--- src/rtl/fp_mult_pipe.sv ---
// fp_mult_pipe: pipelined sign/exponent/mantissa multiplier with flush-to-zero and valid/ready flow control.
// Define FP_MULT_PIPE_RNE_EN for round-to-nearest-even; the default build truncates the mantissa.
module fp_mult_pipe #(
  parameter int EXP_W  = 8,
  parameter int MAN_W  = 23,
  parameter int STAGES = 3
) (
  input  logic                 clk,
  input  logic                 reset,
  input  logic                 in_valid,
  output logic                 in_ready,
  input  logic [EXP_W+MAN_W:0] a,
  input  logic [EXP_W+MAN_W:0] b,
  output logic                 out_valid,
  input  logic                 out_ready,
  output logic [EXP_W+MAN_W:0] result,
  output logic                 exception,
  output logic                 overflow,
  output logic                 underflow
);

  localparam int DW     = 1 + EXP_W + MAN_W;
  localparam int PW     = 2*MAN_W + 2;
  localparam int XW     = EXP_W + 2;
  localparam int BIAS_I = (1 << (EXP_W-1)) - 1;
  localparam logic signed [XW-1:0] BIAS  = BIAS_I[XW-1:0];
  localparam logic signed [XW-1:0] E_ONE = {{(XW-1){1'b0}}, 1'b1};
  localparam logic signed [XW-1:0] E_MAX = {2'b00, {EXP_W{1'b1}}};

`ifdef FP_MULT_PIPE_RNE_EN
  localparam logic RNE = 1'b1;
`else
  localparam logic RNE = 1'b0;
`endif

  typedef struct packed {
    logic          sign;
    logic          exc;
    logic          zero;
    logic [XW-1:0] e_sum;
    logic [PW-1:0] prod;
  } mid_t;

  typedef struct packed {
    logic [DW-1:0] res;
    logic          exc;
    logic          ovf;
    logic          unf;
  } out_t;

  function automatic mid_t mul_front(input logic [DW-1:0] x, input logic [DW-1:0] y);
    mid_t             m;
    logic [EXP_W-1:0] ex;
    logic [EXP_W-1:0] ey;
    logic [MAN_W:0]   mx;
    logic [MAN_W:0]   my;
    ex      = x[MAN_W +: EXP_W];
    ey      = y[MAN_W +: EXP_W];
    mx      = {|ex, x[MAN_W-1:0]};
    my      = {|ey, y[MAN_W-1:0]};
    m.sign  = x[DW-1] ^ y[DW-1];
    m.exc   = (&ex) | (&ey);
    m.zero  = (ex == '0) | (ey == '0);
    m.e_sum = $signed({2'b00, ex}) + $signed({2'b00, ey}) - BIAS;
    m.prod  = {{(MAN_W+1){1'b0}}, mx} * {{(MAN_W+1){1'b0}}, my};
    return m;
  endfunction

  function automatic out_t mul_back(input mid_t m);
    out_t                   o;
    logic [MAN_W-1:0]       frac;
    logic [MAN_W:0]         fr;
    logic                   guard;
    logic                   sticky;
    logic                   rnd;
    logic signed [XW-1:0]   e;
    o = '0;
    // A product in [2,4) takes its fraction one bit higher and bumps the exponent
    if (m.prod[PW-1]) begin
      frac   = m.prod[2*MAN_W -: MAN_W];
      guard  = m.prod[MAN_W];
      sticky = |m.prod[MAN_W-1:0];
      e      = $signed(m.e_sum) + E_ONE;
    end else begin
      frac   = m.prod[2*MAN_W-1 -: MAN_W];
      guard  = m.prod[MAN_W-1];
      sticky = |m.prod[MAN_W-2:0];
      e      = $signed(m.e_sum);
    end
    rnd = RNE & guard & (sticky | frac[0]);
    fr  = {1'b0, frac} + {{MAN_W{1'b0}}, rnd};
    // Carry out of rounding leaves a zero fraction; only the exponent moves
    if (fr[MAN_W]) e = e + E_ONE;
    if (m.exc) begin
      o.res = {m.sign, {EXP_W{1'b1}}, {MAN_W{1'b0}}};
      o.exc = 1'b1;
    end else if (m.zero) begin
      o.res = {m.sign, {(DW-1){1'b0}}};
    end else if (e >= E_MAX) begin
      o.res = {m.sign, {EXP_W{1'b1}}, {MAN_W{1'b0}}};
      o.ovf = 1'b1;
    end else if (e[XW-1] || e == '0) begin
      o.res = {m.sign, {(DW-1){1'b0}}};
      o.unf = 1'b1;
    end else begin
      o.res = {m.sign, e[EXP_W-1:0], fr[MAN_W-1:0]};
    end
    return o;
  endfunction

  logic [STAGES-1:0] r_vld;
  logic              w_adv;
  out_t              w_out;

  assign w_adv     = !r_vld[STAGES-1] || out_ready;
  assign in_ready  = w_adv;
  assign out_valid = r_vld[STAGES-1];
  assign result    = w_out.res;
  assign exception = w_out.exc;
  assign overflow  = w_out.ovf;
  assign underflow = w_out.unf;

  always_ff @(posedge clk) begin
    if (reset) begin
      r_vld <= '0;
    end else if (w_adv) begin
      for (int unsigned i = STAGES-1; i > 0; i--) r_vld[i] <= r_vld[i-1];
      r_vld[0] <= in_valid;
    end
  end

  generate
    if (STAGES == 1) begin : g_s1
      out_t r_out;
      always_ff @(posedge clk) begin
        if (reset)      r_out <= '0;
        else if (w_adv) r_out <= mul_back(mul_front(a, b));
      end
      assign w_out = r_out;
    end else begin : g_sn
      logic [2*DW-1:0] r_ops;
      always_ff @(posedge clk) begin
        if (w_adv) r_ops <= {a, b};
      end
      if (STAGES == 2) begin : g_s2
        out_t r_out;
        always_ff @(posedge clk) begin
          if (reset)      r_out <= '0;
          else if (w_adv) r_out <= mul_back(mul_front(r_ops[2*DW-1:DW], r_ops[DW-1:0]));
        end
        assign w_out = r_out;
      end else begin : g_s3
        mid_t r_mid;
        out_t r_pipe [STAGES-2];
        always_ff @(posedge clk) begin
          if (w_adv) r_mid <= mul_front(r_ops[2*DW-1:DW], r_ops[DW-1:0]);
        end
        always_ff @(posedge clk) begin
          if (reset) begin
            for (int unsigned k = 0; k < STAGES-2; k++) r_pipe[k] <= '0;
          end else if (w_adv) begin
            r_pipe[0] <= mul_back(r_mid);
            for (int unsigned k = 1; k < STAGES-2; k++) r_pipe[k] <= r_pipe[k-1];
          end
        end
        assign w_out = r_pipe[STAGES-3];
      end
    end
  endgenerate

endmodule

--- config.mk ---
export PLATFORM = sky130hd
export DESIGN_NAME = fp_mult_pipe
export DESIGN_NICKNAME = d
export VERILOG_FILES = /design/src/rtl/fp_mult_pipe.sv
export SDC_FILE = /design/constraint.sdc
export NUM_CORES = 2
export LEC_CHECK = 0
export ABC_AREA = 1
export CORE_AREA = 2 2 181 317
export CTS_CLUSTER_SIZE = 40
export DETAILED_ROUTE_END_ITERATION = 6
export DIE_AREA = 0 0 183 319
export MAX_ROUTING_LAYER = met4
export PLACE_DENSITY_LB_ADDON = 0.2
export SYNTH_ARGS = -nofsm -noshare
export SYNTH_HDL_FRONTEND = slang
export SYNTH_SLANG_ARGS = --single-unit
--- constraint.sdc ---
create_clock -name clk -period 9.14 [get_ports clk]
set_input_delay 2.742 -clock clk [delete_from_list [all_inputs] [get_ports clk]]
set_output_delay 2.742 -clock clk [all_outputs]
set_load 0.01 [all_outputs]
; ---- Word level (Yosys, flattened, before mapping)
; Memories as Yosys holds them, arrays and structs flattened.
; Index checks and enable logic that the tools add are counted.
[classes]
n_shift = 0
magnitude_cmp = 1
n_eq_ne = 0
n_div = 0
n_reduce_logical = 11
n_mux = 27
n_mul = 1
bitwise_logic = 3
addsub = 3
[op_table]
columns = cell, n
row1 = $mux 31, 4
row2 = $mux 32, 2
row3 = $mul 24x24->48, 1
row4 = $mux 35, 1
row5 = $reduce_or 35->1, 1
row6 = $mux 10, 3
row7 = $mux 23, 1
row8 = $logic_not 8->1, 2
row9 = $reduce_and 8->1, 2
row10 = $reduce_or 8->1, 2
row11 = $mux 1, 12
row12 = $add 10x2->10 const B, 1
row13 = $ge 10x9->1 const B, 1
row14 = $logic_not 10->1, 1
row15 = $sub 9x7->10 const B, 1
row16 = $add 8x8->9, 1
row17 = $mux 2, 4
row18 = $logic_or 1x1->1, 2
row19 = $or 1x1->1, 2
row20 = $logic_not 1->1, 1
row21 = $xor 1x1->1, 1
[totals]
input_bits = 68
mem_count = 1
latch_bits = 0
word_cells = 54
register_bits = 128
out_inout_bits = 37
ramBits = 35
rom_bits = 0
[mem_list]
columns = memory, words, word_bits, read_ports, rd_ports_with_merged_regs, wr, line
row1 = g_sn.g_s3.r_pipe, 1, 35, 1, 0, 1, 154  ; out_t r_pipe [STAGES-2];

; ---- Longest topological paths before layout
[logic_depth]
word_depth = 13
ltp_mapped = 29
ltp_nobuf = 29

; ---- Least setup slack after synthesis
; No wires, ideal clock.
[synth_path]
kind = in2out
startpoint = input out_ready
endpoint = output in_ready
t_arrival_ns = 4.829
slack_ns = 1.569
stages = 2
path_buffers = 0
required_ns = 6.398
path_cell_list = nor2_1 -> inv_1
[synth_between]
elab_chain_cells = 1
[synth_rtl]
columns = element, line
row1 = "start, declared", 15  ; input logic out_ready,
row2 = $logic_or 1x1->1, 115  ; assign w_adv = !r_vld[STAGES-1] || out_ready;
row3 = "end, declared", 11  ; output logic in_ready,
; No other way between the ends.

; ---- Worst setup path in the final report
[layout_path]
startpoint = register g_sn.r_ops[61]
endpoint = register g_sn.g_s3.r_mid[32] (netlist name), data pin
[layout_between]
elab_chain_cells = 2
[layout_rtl]
columns = element, line
row1 = "start, declared", 141  ; logic [2*DW-1:0] r_ops;
row2 = "start signal, assigned", 143  ; if (w_adv) r_ops <= {a, b};
row3 = $reduce_or 8->1, 59  ; mx = {|ex, x[MAN_W-1:0]};
row4 = $mul 24x24->48, 65  ; m.prod = {{(MAN_W+1){1'b0}}, mx} * {{(MAN_W+1){1'b0}}, my};
row5 = "end signal, assigned", 156  ; if (w_adv) r_mid <= mul_front(r_ops[2*DW-1:DW], r_ops[DW-1:0]);
row6 = "end, declared", 153  ; mid_t r_mid;
; No other way between the ends.
; A chain may end at the register's enable or synchronous reset.

==> reports/metrics.csv <==
stage,metric,value,unit
worst_setup_path,arrival,7720,ps
worst_setup_path,critPathCaptureType,flop,
finish,antenna_cells,0,
drt,drt_wl_total,70600,um
finish,layout_common_cells,"821 x inv_1, 762 x nand2_1, 482 x fa_1, 186 x ha_1, 146 x nor2_1",
worst_setup_path,path_class,reg2reg,
clock_tree,htreeDepth,4,
finish,drive_gt1_share,3.31,%
synth,synth-simple-area-share,16.2,%
global_routing,grtUsageTotal,26.5,%
clock_tree,cts_buffers,17,
finish,final_nets,3741,
global_routing,grt_pass1_vias,21300,
floorplan,die-area,58400,um2
synth,seq_area_frac_synth,16.7,%
synth,synth_fa_ha_area_share,48.1,%
floorplan,chipWidth,183,um
synth,yosys_warnings,0,
run_status,status,completed,
finish,layout_commonest_cell,inv_1,
worst_setup_path,crit_fanout,15,
placed_design,place.gp.congestion,0.931,
worst_setup_path,worstSetupStartpointType,flop,
floorplan,io_pins,105,
synth,synth_seq_cells,140,
clock_tree,hold_buffers,0,
timing,fin_crit_sh,81.5,%
synth,synth_area,24900,um2
global_routing,grt_pass1_wl,114000,um
synth,synth_top_family_by_area,adder cells,
timing,relSlewSlack,20.2,%
hold_path,hp-class,reg2reg,
worst_setup_path,crit_required,9410,ps
clock_tree,clk_path_buf_depth,2,
floorplan,row_count,115,
timing,max_freq,134,MHz
drt,wl_per_cell,19.0,um
timing,finalHoldViolCount,0,
drt,vias,19100,
timing,setup_violations,0,
drt,firstDrtPassIters,7,
floorplan,core,55800,um2
timing,skew,16.0,ps
timing,grt_setup_unrepaired,no,
worst_setup_path,cp_num_buf_inv,7,
placed_design,post-place-ws,1730,ps
clock_tree,clk_latency,480,ps
clock_tree,cts_num_sinks,140,
synth,synth.avg_cell_area,8.45,um2
global_routing,grt_max_degree,55,
floorplan,start_util,44.6,%
synth,syn_nets,3685,
clock_tree,clk_pin_slew,80,ps
timing,period_minus_slack,7450,ps
synth,ys_types,42,
clock_tree,ctsResizeCount,0,
drt,drc,0,
job,maxCapViolations,0,
clock_tree,cts_setup_buffers,0,
timing,tightest_slew,1200,ps
clock_tree,root_buffer,clkbuf_16,
synth,synth_compound_area_share,3.71,%
worst_setup_path,slowest_stage,fa_1,
drt,drtIter0Drc,1056,
floorplan,die_height,319,um
synth,synth_top_area_share,38.7,%
placed_design,port_buffers,104,
synth,synth.area.mux_share,0.0402,%
synth,synth_xor_area_share,1.20,%
global_routing,antenna_found_initial,0,
worst_setup_path,cpMostUsedCell,fa_1,
timing,slew_viol_final,0,
timing,fin_ws,1690,ps
drt,via_per_inst,5.13,
worst_setup_path,crit_family,adder cells,
timing,tns,0,ps
clock_tree,cts_tree,done,
global_routing,overflow,0,
finish,syn2layout_area_growth,9.72,%
synth,synth_top_area_cell,fa_1,
worst_setup_path,cp_slowest_stage_delay,610,ps
drt,postRouteAntennaNets,0,
placed_design,hpwl,57000,um
synth,synth_cells,2949,
synth,synth_area_leaders,"fa_1 39%, edfxtp_1 17%, inv_1 12%, nand2_1 11%, ha_1 9.3%",
## kinds of logic (layout without fill, tap and decap cells)
logic type                 Yosys count  in the layout
xor gates and xnor gates            32             32
muxes                                1              1
buffers and inverters              927            996
adders and majority gates          668            668
AOI/OAI and AO/OA                  168            168
DFF                                140            140
and+or+nand+nor                   1013           1013
## registers in the layout, indices dropped and copies added (netlist names)
| name | cells |
|---|---|
| g_sn.g_s3.r_mid | 38 |
| g_sn.r_ops | 64 |
| g_sn.g_s3.r_pipe | 35 |
| r_vld | 3 |
## worst paths after layout
check                  from                  end  slack (ps)  cells past startpoint
max          g_sn.r_ops[61]  g_sn.g_s3.r_mid[32]        1690                     25
max reg2reg  g_sn.r_ops[61]  g_sn.g_s3.r_mid[32]        1690                     25
min                r_vld[1]             r_vld[2]         470                      2
min reg2reg        r_vld[1]             r_vld[2]         470                      2
## final cells by class
class / count / area (um2)
Fill cell: 5386 / 28500
Multi-Input combinational cell: 1882 / 17200
Sequential cell: 140 / 4170
Inverter: 824 / 3100
Timing Repair Buffer: 140 / 1310
Tap cell: 702 / 878
Clock buffer: 17 / 425
Clock inverter: 15 / 208
## cells in the mapped netlist (all sizes together)
library cell	number
o21bai	7
xnor2	12
fa	482
edfxtp	137
o22ai	2
dfxtp	3
clkbuf	98
xor2	20
o31ai	1
ha	186
nor4	3
o21ai	52
nand3b	3
nand2	765
mux2i	1
o311ai	1
nor2	168
and3	1
or4	4
a21oi	84
buf	5
a21o	10
o211ai	2
nand4	19
nor3	5
o21a	6
a21boi	3
nand3	44
clkinv	1
or2	1
inv	823
## worst register-to-register path, stage by stage (launching register included)
cell,delay [ps]
edfxtp_1,430
or4_1,540
nor2_1,120
buf_4,260
clkinv_1,430
nand2_1,230
fa_1,410
inv_1,90
fa_1,430
ha_1,320
fa_1,510
inv_1,50
fa_1,620
fa_1,470
fa_1,550
inv_1,60
ha_1,410
nand2_1,140
nor2_1,230
inv_1,70
nor2_1,130
inv_1,90
nor2_1,80
o21ai_0,160
nand2_1,120
xor2_1,310
## metrics by stage
| step | instance area (um2) | util (%) | std cells | hold WS, ps |
|---|---|---|---|---|
| 3_3_place_gp | 26700 | 47.8 | 3688 | 458 |
| 2_1_floorplan | 24900 | - | 2949 | 430 |
| 3_5_place_dp | 26700 | 47.8 | 3688 | 463 |
| 4_1_cts | 27300 | 49.0 | 3720 | 471 |
| 6_report | 27300 | 49.0 | 3720 | 472 |
| 5_1_grt | 27300 | 49.0 | 3720 | 515 |
## layer usage
| metal | vias to the layer above | wire (um) | track usage [%] |
|---|---|---|---|
| li1 | 8681 | - | - |
| met1 | 9594 | 26000 | 29.6 |
| met2 | 625 | 38300 | 47.9 |
| met3 | 168 | 3450 | 2.98 |
| met4 | 0 | 2840 | 10.6 |
| met5 | - | 0 | - |
Power is left out: the tool's default activity adds up to more than one toggle a clock period on the data nets, which glitch-free logic cannot reach.
